### src/rtl/button_conditioner_pkg.sv
// Shared constants for the button conditioner slice.
// Only default parameter values live here; widths are derived where they are used.
package button_conditioner_pkg;
  localparam int DEF_NUM_BTN         = 2;
  localparam int DEF_DEBOUNCE_CYCLES = 200000;
  localparam bit DEF_ACTIVE_LOW      = 1'b0;
endpackage

### src/rtl/button_conditioner_if.sv
// Button bundle between the raw pins and the display counter.
// master drives the raw buttons; slave is the conditioner producing the cleaned outputs.
interface button_conditioner_if
  import button_conditioner_pkg::*;
#(
  parameter int NUM_BTN = DEF_NUM_BTN
);
  logic [NUM_BTN-1:0] BTN_IN;
  logic [NUM_BTN-1:0] LEVEL;
  logic [NUM_BTN-1:0] PRESS;
  logic [NUM_BTN-1:0] RELEASE;
  logic [NUM_BTN-1:0] TOGGLE;

  modport master (
    output BTN_IN,
    input  LEVEL,
    input  PRESS,
    input  RELEASE,
    input  TOGGLE
  );

  modport slave (
    input  BTN_IN,
    output LEVEL,
    output PRESS,
    output RELEASE,
    output TOGGLE
  );
endinterface

### src/rtl/button_conditioner_debounce_channel.sv
// One button channel: polarity fix, 2-FF synchronizer, stable-count debounce,
// registered press/release pulses and a press-toggled level.
module debounce_channel
  import button_conditioner_pkg::*;
#(
  parameter int DEBOUNCE_CYCLES = DEF_DEBOUNCE_CYCLES,
  parameter bit ACTIVE_LOW      = DEF_ACTIVE_LOW
) (
  input  logic clk,
  input  logic rst,
  input  logic btn_in,
  output logic level,
  output logic press,
  output logic release_pulse,
  output logic toggle
);
  localparam int              CNT_W   = (DEBOUNCE_CYCLES > 1) ? $clog2(DEBOUNCE_CYCLES) : 1;
  localparam logic [CNT_W-1:0] CNT_MAX = CNT_W'(DEBOUNCE_CYCLES - 1);

  logic             sync1;
  logic             sync2;
  logic [CNT_W-1:0] count;
  logic             differs;
  logic             terminal;

  assign differs  = (sync2 != level);
  // Acceptance happens on the cycle the counter already sits at its last value.
  assign terminal = differs && (count == CNT_MAX);

  always_ff @(posedge clk) begin
    if (rst) begin
      sync1         <= 1'b0;
      sync2         <= 1'b0;
      count         <= '0;
      level         <= 1'b0;
      press         <= 1'b0;
      release_pulse <= 1'b0;
      toggle        <= 1'b0;
    end else begin
      sync1         <= btn_in ^ ACTIVE_LOW;
      sync2         <= sync1;
      press         <= terminal && sync2;
      release_pulse <= terminal && !sync2;
      if (!differs) begin
        count <= '0;
      end else if (terminal) begin
        count <= '0;
        level <= sync2;
      end else begin
        count <= count + 1'b1;
      end
      if (terminal && sync2) begin
        toggle <= !toggle;
      end
    end
  end
endmodule

### src/rtl/button_conditioner.sv
// Conditions NUM_BTN raw buttons for the display counter: TOGGLE feeds its
// direction control and PRESS feeds its count reset.
module button_conditioner
  import button_conditioner_pkg::*;
#(
  parameter int NUM_BTN         = DEF_NUM_BTN,
  parameter int DEBOUNCE_CYCLES = DEF_DEBOUNCE_CYCLES,
  parameter bit ACTIVE_LOW      = DEF_ACTIVE_LOW
) (
  input  logic                 CLK,
  input  logic                 RESET,
  button_conditioner_if.slave  bus
);
  for (genvar i = 0; i < NUM_BTN; i++) begin : g_chan
    debounce_channel #(
      .DEBOUNCE_CYCLES (DEBOUNCE_CYCLES),
      .ACTIVE_LOW      (ACTIVE_LOW)
    ) u_chan (
      .clk           (CLK),
      .rst           (RESET),
      .btn_in        (bus.BTN_IN[i]),
      .level         (bus.LEVEL[i]),
      .press         (bus.PRESS[i]),
      .release_pulse (bus.RELEASE[i]),
      .toggle        (bus.TOGGLE[i])
    );
  end
endmodule

### src/flat_wrapper.sv
// flat-port wrapper written by rule: the top's interface ports become plain ports
module button_conditioner_flat import button_conditioner_pkg::*;
#(
  parameter int NUM_BTN         = DEF_NUM_BTN,
  parameter int DEBOUNCE_CYCLES = DEF_DEBOUNCE_CYCLES,
  parameter bit ACTIVE_LOW      = DEF_ACTIVE_LOW
)
  (CLK, RESET, bus_BTN_IN, bus_LEVEL, bus_PRESS, bus_RELEASE, bus_TOGGLE);
  button_conditioner_if #(.NUM_BTN(NUM_BTN)) bus_i ();
  input  logic CLK;
  input  logic RESET;
  input wire logic [$bits(bus_i.BTN_IN)-1:0] bus_BTN_IN;
  output wire logic [$bits(bus_i.LEVEL)-1:0] bus_LEVEL;
  output wire logic [$bits(bus_i.PRESS)-1:0] bus_PRESS;
  output wire logic [$bits(bus_i.RELEASE)-1:0] bus_RELEASE;
  output wire logic [$bits(bus_i.TOGGLE)-1:0] bus_TOGGLE;
  assign bus_i.BTN_IN = bus_BTN_IN;
  assign bus_LEVEL = bus_i.LEVEL;
  assign bus_PRESS = bus_i.PRESS;
  assign bus_RELEASE = bus_i.RELEASE;
  assign bus_TOGGLE = bus_i.TOGGLE;
  button_conditioner #(.NUM_BTN(NUM_BTN), .DEBOUNCE_CYCLES(DEBOUNCE_CYCLES), .ACTIVE_LOW(ACTIVE_LOW)) u_core (.CLK(CLK), .RESET(RESET), .bus(bus_i));
endmodule
### config.mk
export PLATFORM = sky130hd
export DESIGN_NAME = button_conditioner_flat
export DESIGN_NICKNAME = d
export VERILOG_FILES = /design/src/rtl/button_conditioner_pkg.sv /design/src/rtl/button_conditioner_if.sv /design/src/rtl/button_conditioner_debounce_channel.sv /design/src/rtl/button_conditioner.sv /design/src/flat_wrapper.sv
export SDC_FILE = /design/constraint.sdc
export NUM_CORES = 1
export LEC_CHECK = 0
export ABC_AREA = 1
export CAP_MARGIN = 20
export CORE_MARGIN = 2
export CORE_UTILIZATION = 40
export CTS_CLUSTER_SIZE = 30
export DETAILED_ROUTE_END_ITERATION = 16
export MAX_ROUTING_LAYER = met4
export PLACE_DENSITY = 0.67
export RECOVER_POWER = 25
export SYNTH_ARGS = -nofsm -noshare
export SYNTH_HDL_FRONTEND = slang
export SYNTH_SLANG_ARGS = --single-unit
export TNS_END_PERCENT = 10
### constraint.sdc
create_clock -name CLK -period 1.9 [get_ports CLK]
set_clock_uncertainty 0.1 [all_clocks]
set_input_delay 0.38 -clock CLK [delete_from_list [all_inputs] [get_ports CLK]]
set_output_delay 0.38 -clock CLK [all_outputs]
set_load 0.01 [all_outputs]
==> flow_summary_export.csv <==
group,metric,value,unit
floorplan,num_io_pins,12,
synthesis,yosysSeqAreaShare,39.18,%
placed_design,port_buffers,11,
timing,hold_viol,0,
synthesis,syn_area,0.002452,sq mm
timing,max-slew-margin-rel,79.73,%
timing,fmax,579.3,MHz
cells_and_area,final_common_cell,"nand2_1",
detailed_routing,totalWireLength,4167,um
cells_and_area,final_cell_mix,"84 x nand2_1, 61 x nor2_1, 48 x dfxtp_1, 46 x inv_1, 14 x nand3_1",
synthesis,yosysWarnings,0,
cts,cts-resized-gates,0,
timing,worst_pin_slew,0.3018,ns
worst_setup_path,worst_path_dominant_cell_family,"buffers and inverters",
detailed_routing,via_per_inst,4.654,
worst_setup_path,worstPathRequired,1.42,ns
timing,rsz0062_at_grt,"no",
synthesis,yosysUniqueCellTypes,29,
run_status,outcome,"completed",
floorplan,rows,28,
global_route,grt_max_degree,19,
cells_and_area,fin_nets,367,
worst_setup_path,cp_slowest_cell,"clkdlybuf4s50_1",
synthesis,synthCells,352,
global_route,grt_pass1_wl,7293,um
worst_setup_path,cp_max_fo,4,
timing,whs,0.3087,ns
timing,setup_tns,0,ns
floorplan,start_util,41.42,%
timing,fin_crit_sh,90.86,%
cts,cts.clk_slew.worst_paths,0.08,ns
worst_setup_path,end_kind,"output pin",
worst_setup_path,critPathBufInv,1,
cts,cts_root_buf,"clkbuf_8",
detailed_routing,drt_iter0_markers,71,
worst_setup_path,worstPathArrival,1.25,ns
synthesis,synth_area_per_cell,6.967,sq um
pwr,p_leak,0.9647,nW
timing,finalSetupViolations,0,
cells_and_area,drive_gt1_share,12.15,%
run,max_cap_violations,0,
worst_setup_path,start_kind,"flop",
worst_hold_path,hold_class,"flop to flop",
cts,numClockSinks,48,
synthesis,synthesis.nets,358,
floorplan,die_h,82.30,um
cells_and_area,area_growth,11.58,%
floorplan,dieArea,0.006773,sq mm
worst_setup_path,critPathMaxStageDelay,0.56,ns
cts,clock_path_buffers,2,
cts,worstSkewPairLatency,0.30,ns
cells_and_area,fin_cells,437,
placed_design,dp_hpwl,3222,um
global_route,grt_pass1_vias,1804,
cts,numCtsBuffers,5,
detailed_routing,drc_errors,0,
placed_design,gp_congestion,0.8577,
detailed_routing,routed-via-count,2034,
detailed_routing,drt-wirelength-per-cell,9.535,um
detailed_routing,ant_nets,0,
pwr,vdd_drop_max,0.4386,mV
floorplan,coreArea,0.005921,sq mm
cells_and_area,antenna_cells,0,
cts,cts_setup_buffers,0,
worst_setup_path,path_cells,"clkdlybuf4s50_1",
cts,cts_tree,"done",
timing,slew_violations,0,
synthesis,synth_seq_cells,48,
detailed_routing,first_pass_iters,4,
cts,cts_hold_buf,0,
worst_setup_path,path_class,"flop to output pin",
timing,period_minus_slack,1.726,ns
placed_design,dp.cells,429,
pwr,power_density,748.2,mW/mm^2
cts,htreeDepth,2,
global_route,antenna_found_initial,0,
global_route,grt_overflow,0,
floorplan,fp.dieW,82.30,um
global_route,grtUsageTotal,13.98,%
## logic make-up after synthesis
kind of cell | synth area share [%]
AND/OR/NAND/NOR | 39.08
buffers and inverters | 11.33
flip-flops | 39.18
AO/OA/AOI/OAI | 5.459
XOR/XNOR | 3.929
adder cells (fa/ha/maj) | 1.020
## cells in the mapped netlist
library cell,number,area [sq um]
nand2_1,84,315.3
nor2_1,61,229.0
dfxtp_1,48,960.9
inv_1,46,172.7
nand3_1,14,70.07
a21oi_1,13,65.06
nor2_2,12,75.07
nor3_1,12,60.06
buf_4,8,60.06
xor2_1,8,70.07
nand4_1,6,37.54
o21ai_0,6,30.03
inv_2,4,15.01
nor2_4,4,45.04
a21oi_2,3,26.28
nand2_2,3,18.77
nand3_2,3,30.03
xnor2_1,3,26.28
ha_1,2,25.02
nand3_4,2,35.03
or2_2,2,12.51
buf_6,1,11.26
buf_8,1,15.01
clkbuf_1,1,3.750
nand2_4,1,11.26
nor3b_2,1,12.51
o21ai_1,1,5.000
o21bai_1,1,7.510
or2_0,1,6.260
## metrics by stage
stage	setup slack (ns)	power, mW	cell area, sq um	utilization (%)
after floorplan	0.4207	1.063	2452	-
after global placement	0.2261	1.075	2581	43.60
after detailed placement	0.1809	1.076	2581	43.60
after CTS	0.1596	2.081	2740	46.28
after global routing	0.07978	2.119	2736	46.22
final	0.1736	2.047	2736	46.22
## final timing paths
path / slack, ns / start / end / cells past startpoint
setup / recovery: 0.17 / u_core.g_chan[0].u_chan.level / bus_LEVEL[0] / 1
hold / removal: 0.31 / u_core.g_chan[1].u_chan.sync1 / u_core.g_chan[1].u_chan.sync2 / 2
setup reg to reg: 0.25 / u_core.g_chan[0].u_chan.count[0] / u_core.g_chan[0].u_chan.count[12] / 7
hold reg to reg: 0.31 / u_core.g_chan[1].u_chan.sync1 / u_core.g_chan[1].u_chan.sync2 / 2
## routing by layer
| metal | vias to the layer above | part of all wire, % | wire [um] | GRT usage (%) |
|---|---|---|---|---|
| li1 | 1096 | - | - | - |
| met2 | 21 | 47 | 1975 | 23.15 |
| met4 | 0 | 0.86 | 36 | 4.833 |
| met5 | - | 0 | 0 | - |
| met3 | 5 | 3.1 | 130 | 3.587 |
| met1 | 912 | 49 | 2024 | 16.44 |
## power by group
group          switching, mW  internal, mW  total, mW
logic                 0.0224        0.0129     0.0352
registers            0.00446          1.01       1.01
clock network          0.340         0.658      0.998
total                  0.367          1.68       2.05
## flip-flops by register name, indices dropped and copies added, names as in the netlist
register	cells
u_core.g_chan.u_chan.sync2	2
u_core.g_chan.u_chan.sync1	2
u_core.g_chan.u_chan.level	2
u_core.g_chan.u_chan.count	36
u_core.g_chan.u_chan.release_pulse	2
u_core.g_chan.u_chan.toggle	2
u_core.g_chan.u_chan.press	2
## final cells by class
cell class,count,area (sq um)
clock inverters,3,90.09
repair buffers,13,121.4
inverters,50,187.7
multi-input cells,243,1214
fillers,601,3184
clock buffers,5,68.82
well taps,75,93.84
flip-flops and latches,48,960.9
Power figures use the tool's default switching activity.
